===== src/rtl/seg7_reader.sv =====
// seg7_reader: recovers hex nibbles from a sampled, active-low 7-segment
// pattern. A pattern has to be seen on STABLE_CYCLES consecutive samples
// before it is accepted. Accepted digits are emitted on a valid/ready port.
// Repeats of the same digit are suppressed until a blank is accepted.
module seg7_reader #(
   parameter int STABLE_CYCLES = 4
) (
   input  logic       clk,
   input  logic       reset_n,
   input  logic [0:6] seg_in,
   input  logic       sample_en,
   input  logic       ready,
   input  logic       clr_flags,
   output logic [3:0] data,
   output logic       valid,
   output logic       blank,
   output logic       err,
   output logic       overrun
);

   localparam logic [4:0] STABLE = 5'(STABLE_CYCLES);
   localparam logic [0:6] ALL_OFF = 7'b1111111;

   typedef enum logic [1:0] {IDLE, QUAL, LOCK} state_t;

   state_t     state, state_nxt;
   logic [0:6] cand, cand_nxt;
   logic [3:0] cnt, cnt_nxt;
   logic [4:0] cnt_inc;
   logic       accept;

   logic [3:0] last_nib;
   logic       last_vld;
   logic [4:0] dec;
   logic       is_hit, is_blank, emit, take, err_set, ovr_set;

   // Pattern table: {hit, nibble}; hit=0 for anything outside the table.
   function automatic logic [4:0] decode(input logic [0:6] p);
      case (p)
         7'b0000001: decode = 5'h10;
         7'b1001111: decode = 5'h11;
         7'b0010010: decode = 5'h12;
         7'b0000110: decode = 5'h13;
         7'b1001100: decode = 5'h14;
         7'b0100100: decode = 5'h15;
         7'b0100000: decode = 5'h16;
         7'b0001101: decode = 5'h17;
         7'b0000000: decode = 5'h18;
         7'b0001100: decode = 5'h19;
         7'b0001000: decode = 5'h1A;
         7'b1100000: decode = 5'h1B;
         7'b0110001: decode = 5'h1C;
         7'b1000010: decode = 5'h1D;
         7'b0110000: decode = 5'h1E;
         7'b0111000: decode = 5'h1F;
         default:    decode = 5'h00;
      endcase
   endfunction

   assign cnt_inc = {1'b0, cnt} + 5'd1;

   // Qualifier state register: state, candidate pattern and stability count.
   always_ff @(posedge clk) begin
      if (!reset_n) begin
         state <= IDLE;
         cand  <= ALL_OFF;
         cnt   <= 4'd0;
      end else begin
         state <= state_nxt;
         cand  <= cand_nxt;
         cnt   <= cnt_nxt;
      end
   end

   // Qualifier next state. Only enabled samples move it. A changed pattern
   // restarts the count. The accept happens on the sample that brings the
   // count up to STABLE_CYCLES.
   always_comb begin
      state_nxt = state;
      cand_nxt  = cand;
      cnt_nxt   = cnt;
      accept    = 1'b0;
      if (sample_en) begin
         if (seg_in != cand) begin
            cand_nxt = seg_in;
            cnt_nxt  = 4'd1;
            if (STABLE == 5'd1) begin
               accept    = 1'b1;
               state_nxt = LOCK;
            end else begin
               state_nxt = QUAL;
            end
         end else if (state == QUAL) begin
            if (cnt_inc >= STABLE) begin
               cnt_nxt   = STABLE[3:0];
               accept    = 1'b1;
               state_nxt = LOCK;
            end else begin
               cnt_nxt = cnt_inc[3:0];
            end
         end
      end
   end

   // The accepted pattern is always the current sample, because the
   // candidate is either equal to it or is loaded from it.
   always_comb begin
      dec      = decode(seg_in);
      is_hit   = dec[4];
      is_blank = (seg_in == ALL_OFF);
      emit     = accept && is_hit && (!last_vld || dec[3:0] != last_nib);
      take     = emit && (!valid || ready);
      ovr_set  = emit && !take;
      err_set  = accept && !is_hit && !is_blank;
   end

   // Output register, last-emitted tracking and sticky flags.
   always_ff @(posedge clk) begin
      if (!reset_n) begin
         data     <= 4'd0;
         valid    <= 1'b0;
         blank    <= 1'b0;
         err      <= 1'b0;
         overrun  <= 1'b0;
         last_nib <= 4'd0;
         last_vld <= 1'b0;
      end else begin
         if (take) begin
            data     <= dec[3:0];
            valid    <= 1'b1;
            last_nib <= dec[3:0];
            last_vld <= 1'b1;
         end else if (valid && ready) begin
            valid <= 1'b0;
         end
         if (accept && is_blank) begin
            blank    <= 1'b1;
            last_vld <= 1'b0;
         end else if (accept && is_hit) begin
            blank <= 1'b0;
         end
         err     <= err_set | (err & ~clr_flags);
         overrun <= ovr_set | (overrun & ~clr_flags);
      end
   end

endmodule


===== config.mk =====
export PLATFORM = sky130hd
export DESIGN_NAME = seg7_reader
export DESIGN_NICKNAME = d
export VERILOG_FILES = /design/src/rtl/seg7_reader.sv
export SDC_FILE = /design/constraint.sdc
export NUM_CORES = 1
export LEC_CHECK = 0
export BUFFER_PORTS_ARGS = -buffer_cell sky130_fd_sc_hd__buf_2
export CORE_ASPECT_RATIO = 1.2
export CORE_UTILIZATION = 40
export CTS_BUF_LIST = sky130_fd_sc_hd__clkbuf_16
export DETAILED_ROUTE_END_ITERATION = 8
export PLACE_DENSITY = 0.66
export SYNTH_ARGS = -nofsm -noshare
export SYNTH_HDL_FRONTEND = slang
export SYNTH_SLANG_ARGS = --single-unit

===== constraint.sdc =====
create_clock -name clk -period 2 [get_ports clk]
set_input_delay 0.4 -clock clk [delete_from_list [all_inputs] [get_ports clk]]
set_output_delay 0.4 -clock clk [all_outputs]
set_load 0.1 [all_outputs]

# Yosys cells after proc, flatten, opt, wreduce, memory -nomap -nowiden

Cells that the tools add are included.

Register bits: 22
Input bits: 12
Output and inout port bits: 8

$add $sub $neg: 1
Order comparisons: 1
Equality and inequality tests: 19
Mux-type cells: 15
Bitwise logic cells: 6
Reduce and logical (&&, ||, !) cells: 24

Operator list:

| kind                                                                  | number |
|---|---|
| 5-bit one-hot mux with 16 select lines                                | 1 |
| 7-bit by 6-bit equality test with 1-bit output, second input constant | 5 |
| 7-bit equality test, second input constant                            | 5 |
| 7-bit by 4-bit equality test with 1-bit output, second input constant | 3 |
| 4-bit 2-to-1 mux                                                      | 3 |
| 1-bit logical AND                                                     | 8 |
| 1-bit 2-to-1 mux                                                      | 8 |
| 2-bit nonzero test                                                    | 4 |
| 7-bit by 1-bit equality test with 1-bit output, second input constant | 1 |
| 7-bit by 3-bit equality test with 1-bit output, second input constant | 1 |
| 7-bit by 5-bit equality test with 1-bit output, second input constant | 1 |
| 7-bit zero test                                                       | 1 |
| 7-bit inequality test                                                 | 1 |
| 2-bit 2-to-1 mux                                                      | 3 |
| 4-bit by 1-bit adder with 5-bit output, second input constant         | 1 |
| 5-bit by 3-bit >= comparator with 1-bit output, second input constant | 1 |
| 1-bit zero test                                                       | 5 |
| 4-bit inequality test                                                 | 1 |
| 2-bit AND reduction                                                   | 2 |
| 3-bit AND reduction                                                   | 1 |
| 1-bit bitwise AND                                                     | 2 |
| 2-bit by 1-bit equality test with 1-bit output, second input constant | 1 |
| 1-bit logical OR                                                      | 2 |
| 1-bit NOT                                                             | 2 |
| other kinds (2)                                                       | 3 |

# Depth between registers and ports, before layout

Depth after elaboration: 12
Gate-level depth with buffers: 8

# Least setup slack after synthesis

No wires, ideal clock.

Path kind: input to register
Start: input seg_in[3] in the netlist's numbering
End: register last_vld
Library setup time: 0.116 ns
Arrival time: 1.956 ns
Slack: -0.073 ns
Cell stages on the path: 7
Path buffers: 1
Path through: buf_2 -> and3b_1 -> a32o_1 -> or2_4 -> o41ai_4 -> nor2_4 -> o211a_1

Cells in the longest elaborated chain, start to end: 6

Ends and longest elaborated chain:

| what                                                                       | line    | source |
|---|---|---|
| from (decl)                                                                | 10      | `input logic [0:6] seg_in,` |
| 7-bit by 6-bit equality test with 1-bit output (tied with other cells)     | 39      | `case (p)` |
| 5-bit one-hot mux with 16 select lines or 1-bit 2-to-1 mux (tied branches) | 39, 84  |  |
| 4-bit inequality test or 1-bit 2-to-1 mux (tied branches)                  | 111, 83 |  |
| 1-bit logical OR or 1-bit logical AND (tied branches)                      | 111     | `emit = accept && is_hit && (!last_vld \|\| dec[3:0] != last_nib);` |
| 1-bit logical AND                                                          | 111     |  |
| 1-bit logical AND                                                          | 112     | `take = emit && (!valid \|\| ready);` |
| to (signal assigned)                                                       | 126     | `last_vld <= 1'b0;` |
| to (signal assigned)                                                       | 132     | `last_vld <= 1'b1;` |
| to (signal assigned)                                                       | 138     | `last_vld <= 1'b0;` |
| to (decl)                                                                  | 33      | `logic last_vld;` |

Several ways; a longest one is shown, not always the timed one.
A chain may end at the register's enable or synchronous reset.

# Final worst setup path

Start: input seg_in[1] in the netlist's numbering
End: register valid

Cells in the longest elaborated chain, start to end: 7

Ends and longest elaborated chain:

| what                                                                       | line    | source |
|---|---|---|
| 7-bit by 6-bit equality test with 1-bit output (tied with other cells)     | 39      |  |
| 5-bit one-hot mux with 16 select lines or 1-bit 2-to-1 mux (tied branches) | 39, 84  |  |
| 4-bit inequality test or 1-bit 2-to-1 mux (tied branches)                  | 111, 83 |  |
| 1-bit logical OR or 1-bit logical AND (tied branches)                      | 111     |  |
| 1-bit logical AND *                                                        | 111     |  |
| 1-bit logical AND *                                                        | 112     |  |
| 1-bit 2-to-1 mux or 2-bit nonzero test (tied branches)                     | --      |  |
| to (signal assigned)                                                       | 121     | `valid <= 1'b0;` |
| to (signal assigned)                                                       | 130     | `valid <= 1'b1;` |
| to (signal assigned)                                                       | 134     | `valid <= 1'b0;` |
| to (decl)                                                                  | 15      | `output logic valid,` |

Mark *: on every way between the ends. The rest lies on a longest branch, timed or not.

==> results.yml <==
sta:
  fin_skew_ns: 0.00435
  setup_tns_ns: 0
  max_slew_margin: 0.672
  fmax_ghz: 0.516
  period_share: 0.968
  worst_slack_ns: 0.0635
  worst_slew_pin_slew_ns: 0.495
  grt_setup_unrepaired: "false"
  min_period_ns: 1.94
  setup_viol: 0
  hold_viol: 0
  slew_viol_final: 0
clock_tree:
  clock-sinks: 22
  cts_hold_buf: 0
  clkLatencyLatePin_ns: 0.25
  htreeDepth: 1
  path_clk_slew_ns: 0.06
  cts_setup_buffers: 0
  cts-root-buf: "clkbuf_16"
  cts-buffers-inserted: 3
  cts_tree: "built"
  cts_buffer_depth: 2
global_routing:
  grt_pass1_wl_um: 6170
  antenna_found_initial: 0
  grt_max_degree: 21
  grt_pass1_vias: 1389
  grt.total_usage: 0.203
  grt_overflow_total: 0
pwr:
  leakage_nw: 0.863
  p_clk_frac: 0.393
  power.share.sequential: 0.430
  power_frac_comb: 0.177
  swShare: 0.237
  internal_power_uw: 817
  powerDensity_nw_per_um2: 555
  total_power_mw: 1.07
  switching_power_uw: 254
  vdd_drop_max_uv: 352
yosys:
  ys_types: 53
  synthArstFlopShare: 0
  ys_seq_area_frac: 0.306
  synth_ff_type: "dfxtp_1"
  synthCells: 168
  ys_warn_count: 0
  post_synth.cell_area_avg_um2: 8.56
  synth_edf_count: 0
  synth_nets: 182
  ys_seq_elements: 22
  synth_area_um2: 1440
floorplan:
  start_util: 0.423
  rows: 23
  ios: 20
  core-area_um2: 3400
  die_y_um: 67.7
  die_w_um: 56.7
  die_area_um2: 3840
worst_setup_path:
  crit_path_end_kind: "flip-flop"
  critical_path_required_ns: 2.14
  path_class: "in -> reg"
  arrival_ns: 2.07
  path_max_fanout: 7
  startpoint_type: "primary input"
place:
  post-place-ws_ns: -0.292
  hpwl_um: 2830
  gp_congestion: 0.874
  placed_cell_area_um2: 1800
  placedCellCount: 245
  port_buffers: 19
run_status:
  outcome: "finished with violations"
  violations: "DRC"
finish:
  final_common_cell: "buf_4"
  fin_area_um2: 1930
  drive_above_1_share: 0.321
  final_cell_mix: "buf_4, nand2_1, dfxtp_1"
  synthToLayoutAreaGrowth_pct: 34.2
  fillers: 313
  layoutNonFillerInstCount: 249
  fin_nets: 227
  num_antenna_cells: 0
detailed_routing:
  wirelength_um: 3520
  antenna_left: 0
  wl_met2_um: 1880
  drc: 2
  first_iter_violations: 45
  firstDrtPassIters: 6
  via_count: 1379
  wl_met1_um: 1540
  wl_met3_um: 45
  highest_layer: "met4"
  vias_per_cell: 5.54
  wl_per_cell_um: 14.1
flow_run:
  max_cap_violations: 0
min_path:
  hold_class: "in -> reg"
-- critical path: stages --
cell       delay [ns]
buf_4            0.14
and4bb_4         0.21
a32o_2           0.26
or3_4            0.38
a2111oi_4        0.36
o2111a_1         0.24
o31ai_1          0.08
-- Yosys cell counts, types with 2 or more instances --
library cell | number | area (um2)
or3_1 | 2 | 12.5
xnor2_1 | 9 | 78.8
nor3b_1 | 2 | 15.0
nor2_1 | 8 | 30.0
dfxtp_1 | 22 | 440
nand2_1 | 20 | 75.1
buf_2 | 6 | 30.0
and2_1 | 2 | 12.5
mux2i_1 | 11 | 110
o211a_1 | 3 | 30.0
a21boi_0 | 2 | 15.0
nor4_1 | 2 | 12.5
clkbuf_1 | 2 | 7.51
inv_1 | 7 | 26.3
and3_1 | 2 | 12.5
nand2b_1 | 3 | 18.8
xor2_1 | 2 | 17.5
nor4bb_1 | 2 | 20.0
nand3b_1 | 3 | 22.5
nand3_1 | 4 | 20.0
o31ai_1 | 2 | 15.0
nand4_1 | 2 | 12.5
o21ai_0 | 4 | 20.0
buf_4 | 2 | 15.0
and3b_1 | 3 | 26.3
a31oi_1 | 2 | 12.5
nor3_1 | 4 | 20.0
ha_1 | 2 | 25.0
a21oi_1 | 9 | 45.0
-- cells by family (layout without fill, tap and decap cells) --
kind of cell	count (synthesis)	after routing	synth area share
flip-flops	22	22	0.306
buffers and inverters	18	62	0.0627
AND/OR/NAND/NOR	70	70	0.286
adder cells (fa/ha/maj)	2	2	0.0174
XOR/XNOR	11	11	0.0670
multiplexers	11	11	0.0766
AO/OA/AOI/OAI	34	34	0.184
-- final cells by class --
cell class	instances	area, um2	share of cell area
clock inverters	1	3.75	0.00195
repair buffers	51	400	0.208
inverters	7	26.3	0.0136
well taps	37	46.3	0.0240
flip-flops and latches	22	444	0.230
clock buffers	3	75.1	0.0389
multi-input cells	128	933	0.484
-- final timing paths --
check | from | to | slack, ns | cells past startpoint
min reg2reg | err | err | 0.47 | 2
min | seg_in[2] | cand[2] | 0.41 | 3
max | seg_in[1] | valid | 0.06 | 7
max reg2reg | cnt[0] | last_nib[2] | 0.12 | 8
-- metal layers --
layer	vias to the layer above	track usage
met2	29	0.400
li1	694	-
met3	6	0.00958
met5	-	0
met1	650	0.232
met4	0	0.0688
-- through the flow --
| stage | hold WS, ns | utilization |
|---|---|---|
| 5_1_grt | 0.429 | 0.568 |
| 3_5_place_dp | 0.464 | 0.530 |
| 2_1_floorplan | 0.434 | - |
| 4_1_cts | 0.417 | 0.554 |
| 3_3_place_gp | 0.443 | 0.530 |
| 6_report | 0.412 | 0.568 |
-- power groups by stage --
stage	sequential [mW]	combinational [mW]	clock (mW)
global placement	0.468	0.175	0
finish	0.460	0.189	0.421
global route	0.461	0.208	0.441
CTS	0.460	0.183	0.426
floorplan	0.467	0.108	0
detailed placement	0.469	0.182	0
-- sequential cells by signal (all words and copies together) (netlist names) --
register and flops:
blank 1, cand 7, cnt 4, err 1, last_nib 4, last_vld 1, overrun 1, state 2
valid 1
-- what timing repair did --
item	4_1_cts	5_1_grt
setup endpoints to repair	2	6
gates resized for setup	1	18
pin swaps	0	7
Note: power is estimated with default switching activity, not from simulation.
